`config.mk`:
```
export PLATFORM = sky130hd
export DESIGN_NAME = scfifo_wr_arbiter_flat
export DESIGN_NICKNAME = d
export VERILOG_FILES = /design/src/rtl/scfifo_wr_arbiter_if.sv /design/src/rtl/scfifo_wr_arbiter.sv /design/src/flat_wrapper.sv
export SDC_FILE = /design/constraint.sdc
export NUM_CORES = 1
export LEC_CHECK = 0
export CAP_MARGIN = 15
export CORE_UTILIZATION = 45
export CTS_CLUSTER_DIAMETER = 40
export DETAILED_ROUTE_END_ITERATION = 8
export PLACE_DENSITY = 0.91
export REMOVE_ABC_BUFFERS = 1
export SLEW_MARGIN = 10
export SYNTH_ARGS = -nofsm -noshare
export SYNTH_HDL_FRONTEND = slang
export SYNTH_SLANG_ARGS = --single-unit
```
`constraint.sdc`:
```
create_clock -name clock_i -period 7.76 [get_ports clock_i]
set_input_delay 1.552 -clock clock_i [delete_from_list [all_inputs] [get_ports clock_i]]
set_output_delay 1.552 -clock clock_i [all_outputs]
set_load 0.05 [all_outputs]
```
`src/rtl/scfifo_wr_arbiter_if.sv`:
```
// Bundles the requester-side and FIFO-side write signals of the packet-aware
// round-robin write arbiter that sits in front of one scfifo_ver instance.
//
// Signals:
//   req_valid / req_eop / req_data  - per-requester beat, last-beat flag, payload
//   req_ready                       - per-requester beat accepted this cycle
//   fifo_wrreq / fifo_data          - registered write strobe and {eop, src_id, payload}
//   fifo_usedw / fifo_full          - fill status coming back from the FIFO
//   grant_id / busy                 - current/last granted requester, packet lock flag
//
// Modports:
//   master - the arbiter itself
//   slave  - the surrounding system (requesters plus FIFO)
interface scfifo_wr_arbiter_if #(
    parameter int NUM_REQ     = 4,
    parameter int DATA_WIDTH  = 8,
    parameter int FIFO_WIDTHU = 4,
    parameter int IDW         = $clog2(NUM_REQ)
);
    logic [NUM_REQ-1:0]            req_valid;
    logic [NUM_REQ-1:0]            req_eop;
    logic [NUM_REQ*DATA_WIDTH-1:0] req_data;
    logic [NUM_REQ-1:0]            req_ready;
    logic                          fifo_wrreq;
    logic [DATA_WIDTH+IDW:0]       fifo_data;
    logic [FIFO_WIDTHU-1:0]        fifo_usedw;
    logic                          fifo_full;
    logic [IDW-1:0]                grant_id;
    logic                          busy;

    modport master (
        input  req_valid, req_eop, req_data, fifo_usedw, fifo_full,
        output req_ready, fifo_wrreq, fifo_data, grant_id, busy
    );

    modport slave (
        output req_valid, req_eop, req_data, fifo_usedw, fifo_full,
        input  req_ready, fifo_wrreq, fifo_data, grant_id, busy
    );
endinterface

```
`src/rtl/scfifo_wr_arbiter.sv`:
```
// Packet-aware round-robin arbiter sharing the single write port of one
// scfifo_ver among NUM_REQ requesters. A grant is held from the first beat of a
// packet to its eop beat so packets never interleave inside the FIFO. The write
// port is registered (one cycle from handshake to write), and admission is
// derived from usedw/full plus the beat still in flight, so the FIFO can never
// be overflowed.
//
// Ports:
//   clock_i  - system clock, rising edge
//   aclr_n_i - asynchronous active-low reset
//   sclr_i   - synchronous active-high clear, same effect as reset
//   bus      - scfifo_wr_arbiter_if master modport (requesters + FIFO write side)
module scfifo_wr_arbiter #(
    parameter int NUM_REQ     = 4,
    parameter int DATA_WIDTH  = 8,
    parameter int FIFO_DEPTH  = 16,
    parameter int FIFO_WIDTHU = 4,
    parameter int IDW         = $clog2(NUM_REQ)
) (
    input  logic                  clock_i,
    input  logic                  aclr_n_i,
    input  logic                  sclr_i,
    scfifo_wr_arbiter_if.master   bus
);

    localparam int                 FW      = DATA_WIDTH + 1 + IDW;
    localparam logic [FIFO_WIDTHU:0] DEPTH_W = (FIFO_WIDTHU+1)'(FIFO_DEPTH);
    localparam logic [IDW-1:0]     LAST_ID = IDW'(NUM_REQ - 1);

    typedef enum logic {
        IDLE,
        LOCKED
    } state_t;

    state_t          state_q, state_d;
    logic [IDW-1:0]  rrPtr_q, rrPtr_d;
    logic [IDW-1:0]  lockId_q, lockId_d;
    logic [IDW-1:0]  grantId_q, grantId_d;
    logic            busy_q, busy_d;
    logic            wrreq_q, wrreq_d;
    logic [FW-1:0]   data_q, data_d;

    logic [IDW-1:0]         winner;
    logic                   haveWinner;
    logic                   winEop;
    logic [DATA_WIDTH-1:0]  winData;
    logic [FIFO_WIDTHU:0]   usedPlusFlight;
    logic                   space;
    logic                   transfer;

    // Room check: the beat sitting in the output register has not reached
    // usedw yet, so it is counted here. A simultaneous FIFO read is ignored,
    // which only ever makes admission more cautious.
    always_comb begin
        usedPlusFlight = {1'b0, bus.fifo_usedw} + {{FIFO_WIDTHU{1'b0}}, wrreq_q};
        space          = ~bus.fifo_full & (usedPlusFlight < DEPTH_W);
    end

    // Winner selection. While a packet is open the owner keeps the port no
    // matter who else is asking. Otherwise scan upward from the round-robin
    // pointer; the scan runs backwards so the closest valid requester is the
    // last one written and therefore wins.
    always_comb begin
        winner     = '0;
        haveWinner = 1'b0;
        if (state_q == LOCKED) begin
            winner     = lockId_q;
            haveWinner = 1'b1;
        end else begin
            for (int k = NUM_REQ - 1; k >= 0; k--) begin
                if (bus.req_valid[(int'(rrPtr_q) + k) % NUM_REQ]) begin
                    winner     = IDW'((int'(rrPtr_q) + k) % NUM_REQ);
                    haveWinner = 1'b1;
                end
            end
        end
        winEop  = bus.req_eop[winner];
        winData = bus.req_data[int'(winner)*DATA_WIDTH +: DATA_WIDTH];
    end

    // Only the winner can ever see ready. Ready is forced low while either
    // reset is active so no beat is lost into a register that is being cleared.
    always_comb begin
        transfer      = haveWinner & space & bus.req_valid[winner] & aclr_n_i & ~sclr_i;
        bus.req_ready = '0;
        if (transfer) begin
            bus.req_ready[winner] = 1'b1;
        end
    end

    // Next-state logic for the arbitration FSM and the output register. A
    // packet that finishes rotates priority to just past its owner, which makes
    // the most recent winner the lowest priority. Single-beat packets never
    // lock the port.
    always_comb begin
        state_d   = state_q;
        rrPtr_d   = rrPtr_q;
        lockId_d  = lockId_q;
        grantId_d = grantId_q;
        busy_d    = busy_q;
        wrreq_d   = 1'b0;
        data_d    = data_q;
        if (transfer) begin
            wrreq_d   = 1'b1;
            data_d    = {winEop, winner, winData};
            grantId_d = winner;
            if (winEop) begin
                state_d = IDLE;
                busy_d  = 1'b0;
                rrPtr_d = (winner == LAST_ID) ? '0 : winner + 1'b1;
            end else begin
                state_d  = LOCKED;
                busy_d   = 1'b1;
                lockId_d = winner;
            end
        end
    end

    // All state lives here. The synchronous clear behaves exactly like the
    // asynchronous reset and overrides any handshake in the same cycle.
    always_ff @(posedge clock_i or negedge aclr_n_i) begin
        if (!aclr_n_i) begin
            state_q   <= IDLE;
            rrPtr_q   <= '0;
            lockId_q  <= '0;
            grantId_q <= '0;
            busy_q    <= 1'b0;
            wrreq_q   <= 1'b0;
            data_q    <= '0;
        end else if (sclr_i) begin
            state_q   <= IDLE;
            rrPtr_q   <= '0;
            lockId_q  <= '0;
            grantId_q <= '0;
            busy_q    <= 1'b0;
            wrreq_q   <= 1'b0;
            data_q    <= '0;
        end else begin
            state_q   <= state_d;
            rrPtr_q   <= rrPtr_d;
            lockId_q  <= lockId_d;
            grantId_q <= grantId_d;
            busy_q    <= busy_d;
            wrreq_q   <= wrreq_d;
            data_q    <= data_d;
        end
    end

    assign bus.fifo_wrreq = wrreq_q;
    assign bus.fifo_data  = data_q;
    assign bus.grant_id   = grantId_q;
    assign bus.busy       = busy_q;

endmodule

```
`src/flat_wrapper.sv`:
```
// flat-port wrapper written by rule: the top's interface ports become plain ports
module scfifo_wr_arbiter_flat 
#(
    parameter int NUM_REQ     = 4,
    parameter int DATA_WIDTH  = 8,
    parameter int FIFO_DEPTH  = 16,
    parameter int FIFO_WIDTHU = 4,
    parameter int IDW         = $clog2(NUM_REQ)
)
  (clock_i, aclr_n_i, sclr_i, bus_req_valid, bus_req_eop, bus_req_data, bus_fifo_usedw, bus_fifo_full, bus_req_ready, bus_fifo_wrreq, bus_fifo_data, bus_grant_id, bus_busy);
  scfifo_wr_arbiter_if #(.NUM_REQ(NUM_REQ), .DATA_WIDTH(DATA_WIDTH), .FIFO_WIDTHU(FIFO_WIDTHU), .IDW(IDW)) bus_i ();
  input  logic clock_i;
  input  logic aclr_n_i;
  input  logic sclr_i;
  input wire logic [$bits(bus_i.req_valid)-1:0] bus_req_valid;
  input wire logic [$bits(bus_i.req_eop)-1:0] bus_req_eop;
  input wire logic [$bits(bus_i.req_data)-1:0] bus_req_data;
  input wire logic [$bits(bus_i.fifo_usedw)-1:0] bus_fifo_usedw;
  input wire logic [$bits(bus_i.fifo_full)-1:0] bus_fifo_full;
  output wire logic [$bits(bus_i.req_ready)-1:0] bus_req_ready;
  output wire logic [$bits(bus_i.fifo_wrreq)-1:0] bus_fifo_wrreq;
  output wire logic [$bits(bus_i.fifo_data)-1:0] bus_fifo_data;
  output wire logic [$bits(bus_i.grant_id)-1:0] bus_grant_id;
  output wire logic [$bits(bus_i.busy)-1:0] bus_busy;
  assign bus_i.req_valid = bus_req_valid;
  assign bus_i.req_eop = bus_req_eop;
  assign bus_i.req_data = bus_req_data;
  assign bus_i.fifo_usedw = bus_fifo_usedw;
  assign bus_i.fifo_full = bus_fifo_full;
  assign bus_req_ready = bus_i.req_ready;
  assign bus_fifo_wrreq = bus_i.fifo_wrreq;
  assign bus_fifo_data = bus_i.fifo_data;
  assign bus_grant_id = bus_i.grant_id;
  assign bus_busy = bus_i.busy;
  scfifo_wr_arbiter #(.NUM_REQ(NUM_REQ), .DATA_WIDTH(DATA_WIDTH), .FIFO_DEPTH(FIFO_DEPTH), .FIFO_WIDTHU(FIFO_WIDTHU), .IDW(IDW)) u_core (.clock_i(clock_i), .aclr_n_i(aclr_n_i), .sclr_i(sclr_i), .bus(bus_i));
endmodule
```
## Word level (Yosys, flattened, before mapping)

Cells that the tools add are included.
Widths: inputs -> output; s select.

- Add/sub/neg operators: 5
- Reductions and logical operators: 8
- Shifts and indexed selects: 1
- $lt $le $gt $ge: 7
- Multiplexer cells: 44
- Eq/ne operators: 2
- Bitwise operators: 10

Operator list:

| kind | count |
|---|---|
| $shiftx 32x6->8 | 1 |
| $mux 2 | 14 |
| $mux 11 | 2 |
| $mux 1 | 20 |
| $bmux 1 s2 | 6 |
| $lt 3x4->1 const B | 3 |
| $lt 2x3->1 const B | 2 |
| $reduce_or 2->1 | 3 |
| $add 4x1->5 | 1 |
| $and 1x1->1 | 5 |
| $lt 5x5->1 const B | 1 |
| $add 2x1->2 const B | 2 |
| $add 2x2->2 const B | 2 |
| $mux 4 | 1 |
| $reduce_and 2->1 | 2 |
| $reduce_bool 2->1 | 2 |
| $and 1x1->1 const A | 3 |
| $demux 1 s2 | 1 |
| $eq 2x2->1 const B | 1 |
| $ge 2x1->1 const B | 1 |
| $ne 2x2->1 const B | 1 |
| $not 1->1 | 2 |
| $logic_and 1x1->1 | 1 |

- Input port bits: 48
- Bits in registers: 19

## Logic depth before layout (Yosys ltp)

- Depth in word-level cells: 18
- Depth in mapped cells: 10
- Depth with buffers taken out: 8

## Least setup slack after synthesis

OpenSTA, ideal clock, no wires.

- Path kind: input port to output port
- Start: in bus_fifo_usedw[0]
- End: out bus_req_ready[0]
- Arrival: 3.604 ns
- Buffers on the path: 1
- Stages: 8
- Setup slack: 2.604 ns
- Path through: and3_1 -> a311oi_4 -> nand2_1 -> a211oi_2 -> a41oi_4 -> and2_1 -> buf_6 -> nor3b_2

- Longest elaborated chain between the ends: 8

Ends and longest elaborated chain:

| item | line | text |
|---|---|---|
| start: declaration | flat_wrapper.sv:18 | `input wire logic [$bits(bus_i.fifo_usedw)-1:0] bus_fifo_usedw;` |
| $add 4x1->5 | scfifo_wr_arbiter.sv:55 | `usedPlusFlight = {1'b0, bus.fifo_usedw} + {{FIFO_WIDTHU{1'b0}}, wrreq_q};` |
| $lt 5x5->1 | scfifo_wr_arbiter.sv:56 | `space = ~bus.fifo_full & (usedPlusFlight < DEPTH_W);` |
| $and 1x1->1 | scfifo_wr_arbiter.sv:56 |  |
| $and 1x1->1 (4 in series) | scfifo_wr_arbiter.sv:84 | `transfer = haveWinner & space & bus.req_valid[winner] & aclr_n_i & ~sclr_i;` |
| $mux 4 | scfifo_wr_arbiter.sv:86 | `if (transfer) begin` |
| end: declaration | flat_wrapper.sv:20 | `output wire logic [$bits(bus_i.req_ready)-1:0] bus_req_ready;` |

Every way passes these cells.

## Worst setup path after layout

- Start: in bus_req_valid[2]
- End: out bus_req_ready[2]

- Longest elaborated chain between the ends: 14
- Elaborated cells on any way between the ends: 33

Ends and longest elaborated chain:

| item | line | text |
|---|---|---|
| start: declaration | flat_wrapper.sv:15 | `input wire logic [$bits(bus_i.req_valid)-1:0] bus_req_valid;` |
| $bmux 1 s2 | scfifo_wr_arbiter.sv:71 | `if (bus.req_valid[(int'(rrPtr_q) + k) % NUM_REQ]) begin` |
| $mux 1 (implied by the code) (2 in series) | scfifo_wr_arbiter.sv:71 |  |
| $mux 2 (4 in series) | scfifo_wr_arbiter.sv:71 |  |
| $mux 2 | scfifo_wr_arbiter.sv:66 | `if (state_q == LOCKED) begin` |
| $bmux 1 s2 | scfifo_wr_arbiter.sv:84 |  |
| $mux 1 (implied by the code) | scfifo_wr_arbiter.sv:84 |  |
| $and 1x1->1 (3 in series) | scfifo_wr_arbiter.sv:84 |  |
| $mux 4 * | scfifo_wr_arbiter.sv:86 |  |

Every way passes the cells marked *; elsewhere a longest branch is shown, timed or not. The select of a mux whose other input is x is not followed.

==> results.json <==
{
  "status": "finished, final reports clean",
  "setup_viol": 0,
  "final_area_sq_um": 2170,
  "clock-sinks": 17,
  "end_kind": "output pin",
  "skew_ns": 0.0105,
  "synth_warnings": 0,
  "fp.coreArea_sq_um": 3100,
  "slew_viol_final": 0,
  "worst_path_max_delay_cell": "clkdlybuf4s50_1",
  "yosysTopAreaCell": "dfrtp_1",
  "cpMostUsedCell": "clkdlybuf4s50_1",
  "final.min_clock_period_ns": 6.78,
  "r2r_setup_slack_ns": 4.77,
  "hold_viol_final": 0,
  "numPortBuffers": 66,
  "crit_required_ns": 6.21,
  "ys_ff_latch": 17,
  "drt_first_iter_violations": 68,
  "drt_pass1_iterations": 5,
  "grt_max_degree": 26,
  "period_share_pct": 87.4,
  "cts_buffers": 3,
  "drive_above_1_share_pct": 9.70,
  "layout.cells.non_filler": 281,
  "irDropWorstVdd_mv": 0.101,
  "cp_slowest_stage_delay_ns": 0.84,
  "clock_latency_ns": 0.30,
  "arrival_ns": 5.23,
  "final_nets": 290,
  "path_depth": 11,
  "cp_cell_sequence": "clkdlybuf4s50_1 -> nor2b_1 -> a311oi_2 -> nor3_4 -> buf_4 -> clkinv_2 -> a211oi_2 -> a41oi_4 -> and2_1 -> nor3b_2 -> clkdlybuf4s50_1",
  "place.gp.congestion": 0.800,
  "min_from": "u_core.bus.fifo_data[0]",
  "htree_levels": 1,
  "cts_max_path_buffers": 2,
  "timing.hold.ws_ns": 0.538,
  "clk_pin_slew_ns": 0.09,
  "drv_cap": 0,
  "synth-async-reset-ratio_pct": 100,
  "io_pins": 67,
  "fillerInstances": 264,
  "r2r_cells": 9,
  "holdPathEnd": "u_core.bus.fifo_data[0]",
  "cts_hold_buf": 0,
  "postPlaceCellArea_sq_um": 2140,
  "crit_type": "input port to output pin",
  "cts_tree": "yes",
  "ant_nets": 0,
  "critPathTopFamily": "buffers and inverters",
  "die-area_sq_um": 3570,
  "vias_per_cell": 5.29,
  "synth_cell_types": 44,
  "grt-ovfl-total": 0,
  "num_vias": 1486,
  "clock-root-buffer": "clkbuf_4",
  "start_util_pct": 48.4,
  "rsz0062_at_grt": "false",
  "pwr_density_cell_nw_per_um2": 154,
  "dp_hpwl_microns": 2750,
  "synth_edf_count": 0,
  "post-cts-setup-buffer-count": 0,
  "die_w_microns": 59.8,
  "drc": 0,
  "yosysTopAreaCellShare_pct": 28.3,
  "first_global_vias": 1280,
  "placed_cells": 277,
  "rows": 20,
  "fmax_mhz": 147,
  "hold_path_depth": 2,
  "synthFlopType": "dfrtp_1",
  "r2r_start": "u_core.bus.busy",
  "max_slew_margin_pct": 35.9,
  "grt_usage_pct": 22.4,
  "cts_resized": 0,
  "ys_seq_area_share_pct": 28.3,
  "crit_buf_inv": 4,
  "power.leakage_nw": 0.851,
  "reg2reg_to": "u_core.bus.busy",
  "antenna_found_initial": 0,
  "syn_area_sq_um": 1500,
  "tightest_slew_ns": 0.958,
  "yosys-top-cells-count": "nand2_1, a21oi_1, dfrtp_1",
  "fin_tns_setup_ns": 0,
  "wl_microns": 3820,
  "cp-start-kind": "input port",
  "cp_max_fo": 24,
  "synth.most_common_cell": "nand2_1",
  "fp.dieH_microns": 59.8,
  "diodes": 0,
  "avgSynthCellArea_sq_um": 8.39,
  "synthCells": 179,
  "hold_class": "flop to flop",
  "area_growth_pct": 44.5,
  "synth_area_leaders": "dfrtp_1, a21oi_1, nand2_1",
  "post_drt_wl_per_cell_microns": 13.6,
  "grt_pass1_wl_microns": 6070
}
==> per-stage QoR <==
step                      util (%)  power (mW)  worst slack [ns]
after floorplan                  -       0.221              1.85
after global placement        69.1       0.285              1.08
after detailed placement      69.1       0.289              1.01
after CTS                     69.9       0.338             0.998
after global routing          69.9       0.357             0.778
final                         69.9       0.335             0.978
==> cell usage in the layout (no fill, tap or decap), types with 2 or more instances in the layout <==
cell             instances
o2bb2ai_1                8
nand2b_1                 5
dfrtp_1                 17
nand2_1                 36
nor2_1                   5
a211oi_2                 3
o21ai_0                  2
nor3b_2                  4
nand4_1                  3
a41oi_4                  2
buf_4                    3
a21oi_1                 28
nand3_1                 10
nor2b_1                  5
a21boi_1                 2
ha_1                     4
inv_1                    5
clkdlybuf4s50_1         66
clkbuf_4                 3
mux2_1                   2
==> layer usage <==
layer  track usage [%]  wire length [microns]
met3              5.41                    294
met5                 0                      0
met2              36.8                   1860
met1              30.2                   1650
met4              3.99                     21
==> kinds of logic (layout without fill, tap and decap cells) <==
group / Yosys count / after routing / share of synthesized area [%]
AOI/OAI and AO/OA: 56 / 56 / 30.0
adders and majority gates: 4 / 4 / 3.33
buffers and inverters: 21 / 79 / 8.00
DFF: 17 / 17 / 28.3
muxes: 4 / 4 / 3.17
and+or+nand+nor: 77 / 77 / 27.2
==> how the worst max path moves through the flow <==
stage                     slack [ns]        startpoint                to
final                           0.98  bus_req_valid[2]  bus_req_ready[2]
after floorplan                 1.85  bus_req_valid[0]  bus_req_ready[0]
after global routing            0.78  bus_req_valid[2]  bus_req_ready[2]
after global placement          1.08  bus_req_valid[3]  bus_req_ready[3]
after detailed placement        1.01  bus_req_valid[2]  bus_req_ready[2]
after CTS                        1.0  bus_req_valid[2]  bus_req_ready[3]
==> state kept, by name, indices dropped and copies added (netlist names) <==
name / flops
u_core.lockId_q: 2
u_core.bus.busy: 1
u_core.rrPtr_q: 2
u_core.bus.fifo_data: 11
u_core.bus.fifo_wrreq: 1
==> worst register-to-register path: cells and delay by family, from the launching register on <==
kind / cells / cell delay [ns]
buffers and inverters: 2 / 0.49
flip-flops: 1 / 0.44
AO/OA/AOI/OAI: 4 / 1.15
AND/OR/NAND/NOR: 3 / 0.75
==> layout make-up <==
type,count,area (sq um),share of cell area (%)
repair buffers,69,683,31.5
well taps,44,55.1,2.54
multi-input cells,141,956,44.1
flip-flops and latches,17,425,19.6
clock buffers,4,26.3,1.21
inverters,6,23.8,1.10
==> report_power, final <==
part | internal (mW) | switching (mW)
registers | 0.0961 | 0.00598
logic | 0.0750 | 0.110
clock network | 0.0200 | 0.0272
total | 0.191 | 0.143
No activity file was read; power rests on OpenSTA's default activity.
